===== src/rtl/bram_sp_reader_if.sv =====
// Handshake bundle between bram_sp_reader, its BRAM port and the stream sink.
// master = the reader, slave = the environment (BRAM plus sink plus requester).
interface bram_sp_reader_if #(
   parameter int DW = 8,
   parameter int AW = 4
);
   logic          start;
   logic [AW-1:0] start_addr;
   logic [AW:0]   len;
   logic          bram_wr;
   logic [AW-1:0] bram_addr;
   logic [DW-1:0] bram_data_out;
   logic [DW-1:0] out_data;
   logic          out_valid;
   logic          out_ready;
   logic          out_last;
   logic          busy;
   logic          done;

   modport master (
      input  start, start_addr, len, bram_data_out, out_ready,
      output bram_wr, bram_addr, out_data, out_valid, out_last, busy, done
   );

   modport slave (
      output start, start_addr, len, bram_data_out, out_ready,
      input  bram_wr, bram_addr, out_data, out_valid, out_last, busy, done
   );
endinterface


===== src/rtl/bram_sp_reader.sv =====
// Burst reader: streams len consecutive words (wrapping) out of a 1-cycle-latency
// single-port BRAM through a 4-entry credit-controlled FIFO with valid/ready output.
module bram_sp_reader #(
   parameter int RAM_DATA_WIDTH = 8,
   parameter int RAM_ADDR_WIDTH = 4
) (
   input logic              clk,
   input logic              rst,
   bram_sp_reader_if.master bus
);
   localparam int FIFO_DEPTH = 4;

   typedef enum logic [1:0] {
      IDLE  = 2'd0,
      READ  = 2'd1,
      DRAIN = 2'd2
   } state_t;

   state_t                    state_reg;
   logic [RAM_ADDR_WIDTH-1:0] addr_reg;
   logic [RAM_ADDR_WIDTH:0]   rd_left_reg;
   logic                      pend_reg;
   logic                      pend_last_reg;
   logic [RAM_DATA_WIDTH-1:0] fifo_data_reg [FIFO_DEPTH];
   logic                      fifo_last_reg [FIFO_DEPTH];
   logic [1:0]                wr_ptr_reg;
   logic [1:0]                rd_ptr_reg;
   logic [2:0]                count_reg;
   logic [2:0]                count_next;
   logic                      out_valid_reg;
   logic                      busy_reg;
   logic                      done_reg;

   logic pop;
   logic credit_ok;
   logic issue;
   logic issue_last;

   // A read in flight already owns a FIFO slot, so credits count it with occupancy.
   always_comb begin
      pop        = out_valid_reg & bus.out_ready;
      credit_ok  = (count_reg + 3'(pend_reg)) < 3'(FIFO_DEPTH);
      issue      = (state_reg == READ) && credit_ok;
      issue_last = issue && (rd_left_reg == (RAM_ADDR_WIDTH+1)'(1));
      count_next = count_reg + 3'(pend_reg) - 3'(pop);
   end

   always_ff @(posedge clk or posedge rst) begin
      if (rst) begin
         state_reg     <= IDLE;
         addr_reg      <= '0;
         rd_left_reg   <= '0;
         pend_reg      <= 1'b0;
         pend_last_reg <= 1'b0;
         wr_ptr_reg    <= '0;
         rd_ptr_reg    <= '0;
         count_reg     <= '0;
         out_valid_reg <= 1'b0;
         busy_reg      <= 1'b0;
         done_reg      <= 1'b0;
         for (int i = 0; i < FIFO_DEPTH; i++) begin
            fifo_data_reg[i] <= '0;
            fifo_last_reg[i] <= 1'b0;
         end
      end else begin
         done_reg      <= 1'b0;
         pend_reg      <= issue;
         pend_last_reg <= issue_last;
         count_reg     <= count_next;
         out_valid_reg <= (count_next != 3'd0);

         // BRAM data for the address issued on the previous edge is valid now.
         if (pend_reg) begin
            fifo_data_reg[wr_ptr_reg] <= bus.bram_data_out;
            fifo_last_reg[wr_ptr_reg] <= pend_last_reg;
            wr_ptr_reg                <= wr_ptr_reg + 2'd1;
         end
         if (pop) begin
            rd_ptr_reg <= rd_ptr_reg + 2'd1;
         end

         case (state_reg)
            IDLE: begin
               if (bus.start && (bus.len != '0)) begin
                  addr_reg    <= bus.start_addr;
                  rd_left_reg <= bus.len;
                  busy_reg    <= 1'b1;
                  state_reg   <= READ;
               end
            end
            READ: begin
               if (issue) begin
                  addr_reg    <= addr_reg + RAM_ADDR_WIDTH'(1);
                  rd_left_reg <= rd_left_reg - (RAM_ADDR_WIDTH+1)'(1);
                  if (issue_last) begin
                     state_reg <= DRAIN;
                  end
               end
            end
            DRAIN: begin
               if (pop && fifo_last_reg[rd_ptr_reg]) begin
                  state_reg <= IDLE;
                  busy_reg  <= 1'b0;
                  done_reg  <= 1'b1;
               end
            end
            default: state_reg <= IDLE;
         endcase
      end
   end

   assign bus.bram_wr   = 1'b0;
   assign bus.bram_addr = addr_reg;
   assign bus.out_data  = fifo_data_reg[rd_ptr_reg];
   assign bus.out_valid = out_valid_reg;
   assign bus.out_last  = out_valid_reg & fifo_last_reg[rd_ptr_reg];
   assign bus.busy      = busy_reg;
   assign bus.done      = done_reg;
endmodule


===== src/flat_wrapper.sv =====
// flat-port wrapper written by rule: the top's interface ports become plain ports
module bram_sp_reader_flat 
#(
   parameter int RAM_DATA_WIDTH = 8,
   parameter int RAM_ADDR_WIDTH = 4
)
  (clk, rst, bus_start, bus_start_addr, bus_len, bus_bram_data_out, bus_out_ready, bus_bram_wr, bus_bram_addr, bus_out_data, bus_out_valid, bus_out_last, bus_busy, bus_done);
  bram_sp_reader_if #(.DW((8)), .AW((4))) bus_i ();
  input logic clk;
  input logic rst;
  input wire logic [$bits(bus_i.start)-1:0] bus_start;
  input wire logic [$bits(bus_i.start_addr)-1:0] bus_start_addr;
  input wire logic [$bits(bus_i.len)-1:0] bus_len;
  input wire logic [$bits(bus_i.bram_data_out)-1:0] bus_bram_data_out;
  input wire logic [$bits(bus_i.out_ready)-1:0] bus_out_ready;
  output wire logic [$bits(bus_i.bram_wr)-1:0] bus_bram_wr;
  output wire logic [$bits(bus_i.bram_addr)-1:0] bus_bram_addr;
  output wire logic [$bits(bus_i.out_data)-1:0] bus_out_data;
  output wire logic [$bits(bus_i.out_valid)-1:0] bus_out_valid;
  output wire logic [$bits(bus_i.out_last)-1:0] bus_out_last;
  output wire logic [$bits(bus_i.busy)-1:0] bus_busy;
  output wire logic [$bits(bus_i.done)-1:0] bus_done;
  assign bus_i.start = bus_start;
  assign bus_i.start_addr = bus_start_addr;
  assign bus_i.len = bus_len;
  assign bus_i.bram_data_out = bus_bram_data_out;
  assign bus_i.out_ready = bus_out_ready;
  assign bus_bram_wr = bus_i.bram_wr;
  assign bus_bram_addr = bus_i.bram_addr;
  assign bus_out_data = bus_i.out_data;
  assign bus_out_valid = bus_i.out_valid;
  assign bus_out_last = bus_i.out_last;
  assign bus_busy = bus_i.busy;
  assign bus_done = bus_i.done;
  bram_sp_reader #(.RAM_DATA_WIDTH(RAM_DATA_WIDTH), .RAM_ADDR_WIDTH(RAM_ADDR_WIDTH)) u_core (.clk(clk), .rst(rst), .bus(bus_i));
endmodule

===== config.mk =====
export PLATFORM = sky130hd
export DESIGN_NAME = bram_sp_reader_flat
export DESIGN_NICKNAME = d
export VERILOG_FILES = /design/src/rtl/bram_sp_reader_if.sv /design/src/rtl/bram_sp_reader.sv /design/src/flat_wrapper.sv
export SDC_FILE = /design/constraint.sdc
export NUM_CORES = 1
export LEC_CHECK = 0
export CORE_MARGIN = 1.5
export CORE_UTILIZATION = 58
export DETAILED_ROUTE_END_ITERATION = 10
export PLACE_DENSITY = 0.93
export SYNTH_ARGS = -nofsm -noshare
export SYNTH_HDL_FRONTEND = slang
export SYNTH_SLANG_ARGS = --single-unit

===== constraint.sdc =====
create_clock -name clk -period 3.9 [get_ports clk]
set_clock_uncertainty 0.2 [all_clocks]
set_input_delay 0.585 -clock clk [delete_from_list [all_inputs] [get_ports clk]]
set_output_delay 0.585 -clock clk [all_outputs]
set_load 0.01 [all_outputs]

==> results of run 1 <==
[stage by stage]
| step | utilization, % | worst slack [ns] |
|---|---|---|
| final | 74.1 | 0.836 |
| after global routing | 74.1 | 0.721 |
| after CTS | 74.1 | 0.790 |
| after detailed placement | 70.5 | 1.18 |
| after global placement | 70.5 | 1.15 |
| after floorplan | - | 1.66 |
[cell usage after synthesis (all sizes together)]
master   instances
clkbuf           2
inv             11
or3              2
nor3             4
o22ai            7
o211ai           2
mux2i            2
dfrtp           59
xnor2            3
or4              1
o211a            1
and3             1
nor2             8
mux4             9
conb             1
nand3            3
ha              11
and2             3
nand2b           2
xor2             2
nand2           10
o21ai            9
mux2            36
buf              4
a21oi            6
nor2b            2
a2bb2oi          1
a31oi            1
[kinds of logic (layout without fill, tap and decap cells)]
family                   after synthesis  after routing
multiplexers                          47             47
flip-flops                            59             59
XOR/XNOR                               5              5
AO/OA/AOI/OAI                         27             27
adder cells (fa/ha/maj)               11             11
AND/OR/NAND/NOR                       36             36
other                                  1              1
buffers and inverters                 17             63
[critical path, delay by kind of cell, from the launching register on]
kind | cells | cell delay (ns)
flip-flops | 1 | 0.71
multiplexers | 1 | 0.59
buffers and inverters | 1 | 0.47
AND/OR/NAND/NOR | 1 | 0.17
[layout make-up]
type                            instances  share of cell area (%)
Sequential cell                        59                    44.8
Multi-Input combinational cell        127                    35.9
Timing Repair Buffer                   37                    11.2
Clock buffer                           12                    4.41
Tap cell                               52                    1.97
Inverter                               11                    1.25
Clock inverter                          3                   0.456
[worst paths after layout]
check                                   startpoint                       to  slack (ns)  depth (start not counted)
hold reg to reg            u_core.fifo_last_reg[1]  u_core.fifo_last_reg[1]        0.30                          1
setup / recovery              u_core.rd_ptr_reg[0]             bus_out_last        0.84                          3
setup reg to reg                   u_core.pend_reg    u_core.rd_left_reg[2]        1.60                          7
min in group asynchronous                      rst  u_core.bus.bram_addr[2]        0.58                          3
hold / removal             u_core.fifo_last_reg[1]  u_core.fifo_last_reg[1]        0.30                          1
max in group asynchronous                      rst      u_core.count_reg[1]        2.45                          3
[power by group through the flow]
stage          Combinational (uW)  Clock, uW  Sequential [uW]
2_1_floorplan                 915          0             1020
3_3_place_gp                 1200          0             1100
3_5_place_dp                 1250          0             1120
4_1_cts                      1260        469             1120
5_1_grt                      1380        499             1150
6_report                     1250        461             1110
[routing by layer]
metal  track usage, %  vias up  part of all wire, %
li1                 -      814                    -
met1             27.2      890                   42
met2             38.6       44                   52
met3             4.78       12                  4.5
met4             11.9        0                  1.7
met5                0        -                    0
==> results.cfg, run 1 <==
[outcome]
status = finished with violations
violations = design-rule violations

[power]
power_frac_clock_pct = 16.3
irDropWorstVdd_v = 0.000460
internal_power_uw = 1860
swShare_pct = 34.2
p_leak_uw = 0.00144
powerDensity_nw_per_um2 = 859
comb_power_share_pct = 44.3
power_frac_seq_pct = 39.4
switchingPower_uw = 966
p_total_uw = 2830

[grt]
grt_first_pass_wirelength_mm = 8.65
grt_pass1_vias = 1857
grt_usage_pct = 22.7
grt_overflow_total = 0
grt_max_degree = 60
antenna_found_initial = 0

[cells_and_area]
multiInputGateArea_um2 = 1180
area.sequential_um2 = 1480
mostFrequentLayoutCells = dfrtp_1, mux2_2, clkdlybuf4s50_1, ha_1
fin_nets = 277
n_antenna_cell = 0
n_fill_cell = 314
final_area_um2 = 3290
finalNonFillerCells = 301
syn2layout_area_growth_pct = 20.6
layout_commonest_cell = dfrtp_1
largest_register_ff_count = 32
drive_above_1_share_pct = 26.1

[synth]
post_synth.cell_area_avg_um2 = 13.5
synthMuxAreaShare_pct = 23.0
yosysWarnings = 0
synthTopCellsByArea = dfrtp_1, mux2_2, mux4_2
yosysTopAreaCell = dfrtp_1
synth-simple-area-share_pct = 7.05
synth_fp_nets = 235
synthCells = 203
synth_seq_cells = 59
synth_top_family_by_area = multiplexers
synth_area_um2 = 2730
ys_types = 32
synth_top_area_share_pct = 54.1
synth_xor_area_share_pct = 1.60
yosysSeqAreaShare_pct = 54.1
synth_fa_ha_area_share_pct = 5.04
synth_compound_area_share_pct = 6.50

[drt]
drt_iter0_drc = 141
avgRoutedWirePerCell_um = 16.9
drcViolationCount = 1
vias_per_cell = 5.85
drt-total-wl_mm = 5.09
ant_nets = 0
num_vias = 1760
first_pass_iters = 9

[worst_setup_path]
cp.arrival_ns = 2.28
cp_slowest_stage_delay_ns = 0.71
crit_path_cell_trace = mux4_2 -> and2_1 -> clkdlybuf4s50_1
cp.required_ns = 3.12
slowest_stage = dfrtp_1
path_class = flip-flop to output pin
path_max_fanout = 11
critPathLaunchType = flip-flop
crit_path_end_kind = output pin

[clock_tree]
postCtsSetupBuffers = 0
clock_sinks = 59
htreeDepth = 3
cts_root_buffer = clkbuf_8
cts_hold_buffers = 0
clk_pin_slew_ns = 0.06
cts_tree = done
ctsResizeCount = 0
clockBufferDepth = 2
clk_latency_ns = 0.33
numCtsBuffers = 9

[sta]
worstMarginPinSlew_ns = 0.720
finalCritPeriodShare_pct = 78.6
hold_viol_final = 0
max_slew_margin_pct = 52.0
fin_hold_ws_ns = 0.302
min_period_ns = 3.06
fmax_mhz = 326
drv_slew = 0
tns_ns = 0
setup_viol = 0
rsz0062_at_grt = no

[floorplanning]
core-area_um2 = 4440
die_area_um2 = 5130
die_x_um = 71.6
pin_count = 38
start_util_pct = 61.5
rows = 24
fp.dieH_um = 71.6

[place]
placedInstanceArea_um2 = 3130
port_buffers = 36
place_inst = 286
hpwl_mm = 3.43
globalplace.congestion = 0.860

[flow_run]
maxCapViolations = 0

[min_path]
hold_path.class = flip-flop to flip-flop
Note: power is estimated with default switching activity, not from simulation.
==> run 2, diff against run 1 <==
- CORE_UTILIZATION: 58 -> 49
- PLACE_DENSITY: 0.93 -> 0.85
- clock period: 3.9 -> 2.7 ns (I/O delays scaled with it)
==> run 2 against run 1 <==
The flow now finishes without violations. Count of clock-buffer cells in the layout is 2 lower. Power is 54% higher. Utilization is 11 points lower. Register-to-register slack worse by 1.0 ns. Sequential share of layout area is 1.7 points lower. Via count is 0.23% higher. Clock power is 96% higher. Worst hold slack worse by 0.073 ns. Critical path type unchanged. Critical endpoint is now bus_out_data[2]. Highest routed layer unchanged.
==> results.cfg, run 2 (synthesis gave the netlist of run 1 again) <==
[outcome]
status = finished clean

[worst_setup_path]
cp.required_ns = 2.10
crit_path_end_kind = output pin
path_max_fanout = 10
cp.arrival_ns = 1.97
critPathLaunchType = flip-flop
path_class = flip-flop to output pin
reg2reg_depth = 7

[clock_tree]
clock_sinks = 59
postCtsSetupBuffers = 0
clk_latency_ns = 0.34
cts_root_buffer = clkbuf_8
htreeDepth = 3
clockBufferDepth = 2
numCtsBuffers = 9
cts_hold_buffers = 0
clk_pin_slew_ns = 0.07
cts_tree = done
ctsResizeCount = 0

[drt]
num_vias = 1764
drt-total-wl_mm = 5.24
first_pass_iters = 4
drcViolationCount = 0
ant_nets = 0
vias_per_cell = 5.39
avgRoutedWirePerCell_um = 16.0
drt_iter0_drc = 80

[grt]
grt_usage_pct = 19.6
grt_overflow_total = 0
grt_pass1_vias = 1859
grt_max_degree = 26
antenna_found_initial = 0
grt_first_pass_wirelength_mm = 8.91

[floorplanning]
fp.dieH_um = 77.7
die_area_um2 = 6030
rows = 27
start_util_pct = 50.2
pin_count = 38
core-area_um2 = 5440
die_x_um = 77.7

[sta]
setup_viol = 0
fin_ws_ns = 0.121
fmax_mhz = 388
rsz0062_at_grt = no
min_period_ns = 2.58
finalCritPeriodShare_pct = 95.5
worstMarginPinSlew_ns = 0.543
tns_ns = 0
drv_slew = 0
max_slew_margin_pct = 63.7
hold_viol_final = 0
fin_hold_ws_ns = 0.229

[min_path]
hold_path.class = input port to async pin

[power]
p_leak_uw = 0.00149
powerDensity_nw_per_um2 = 1270
irDropWorstVdd_v = 0.000699

[cells_and_area]
n_antenna_cell = 0
finalNonFillerCells = 327
syn2layout_area_growth_pct = 25.3
fin_nets = 282
layout_commonest_cell = dfrtp_1
mostFrequentLayoutCells = dfrtp_1, mux2_2, clkdlybuf4s50_1, ha_1
drive_above_1_share_pct = 28.6
largest_register_ff_count = 32

[flow_run]
maxCapViolations = 0

[place]
globalplace.congestion = 0.830
port_buffers = 36
hpwl_mm = 3.60
place_inst = 311
detailedPlace.worstSlack_ns = 0.393
-- run 2: per-stage QoR --
stage / util [%] / cell area, um2 / total power (uW)
finish: 62.9 / 3420 / 4360
global route: 62.9 / 3420 / 4660
CTS: 62.9 / 3420 / 4410
detailed placement: 58.8 / 3200 / 3480
global placement: 58.8 / 3200 / 3400
floorplan: - / 2730 / 2800
-- run 2: layer usage --
metal	global-route usage, %	part of all wire (%)	vias up
met4	7.64	1.2	0
met2	34.3	51	48
met5	0	0	-
li1	-	-	820
met3	6.12	4.4	9
met1	22.3	44	887
-- run 2: worst paths after layout --
check	end	slack (ns)	startpoint
hold reg to reg	u_core.fifo_last_reg[1]	0.30	u_core.fifo_last_reg[1]
max in group asynchronous	u_core.pend_last_reg	1.40	rst
min in group clk	u_core.fifo_last_reg[1]	0.30	u_core.fifo_last_reg[1]
setup reg to reg	u_core.bus.bram_addr[0]	0.58	u_core.pend_reg
hold / removal	u_core.fifo_data_reg[17]	0.23	rst
setup / recovery	bus_out_data[2]	0.12	u_core.rd_ptr_reg[0]
-- run 2: area by class of cell --
class                      count  area (um2)
clock buffer                  10         138
multi-input combinational    127        1180
sequential                    59        1480
fill                         423        2020
tap                           72        90.1
clock inverter                 6        88.8
inverter                      11        41.3
timing repair buffer          42         405
-- run 2: worst max-delay path, stage by stage, from the launching register on --
cell             delay, ns
dfrtp_1               0.37
buf_4                 0.23
mux4_2                0.55
clkdlybuf4s50_1       0.49
-- run 2: where the power goes --
part           internal [uW]  switching [uW]  total, uW  leakage [uW]
sequential              1300             268       1560      0.000702
combinational           1090             808       1890      0.000677
clock                    544             361        905      0.000108
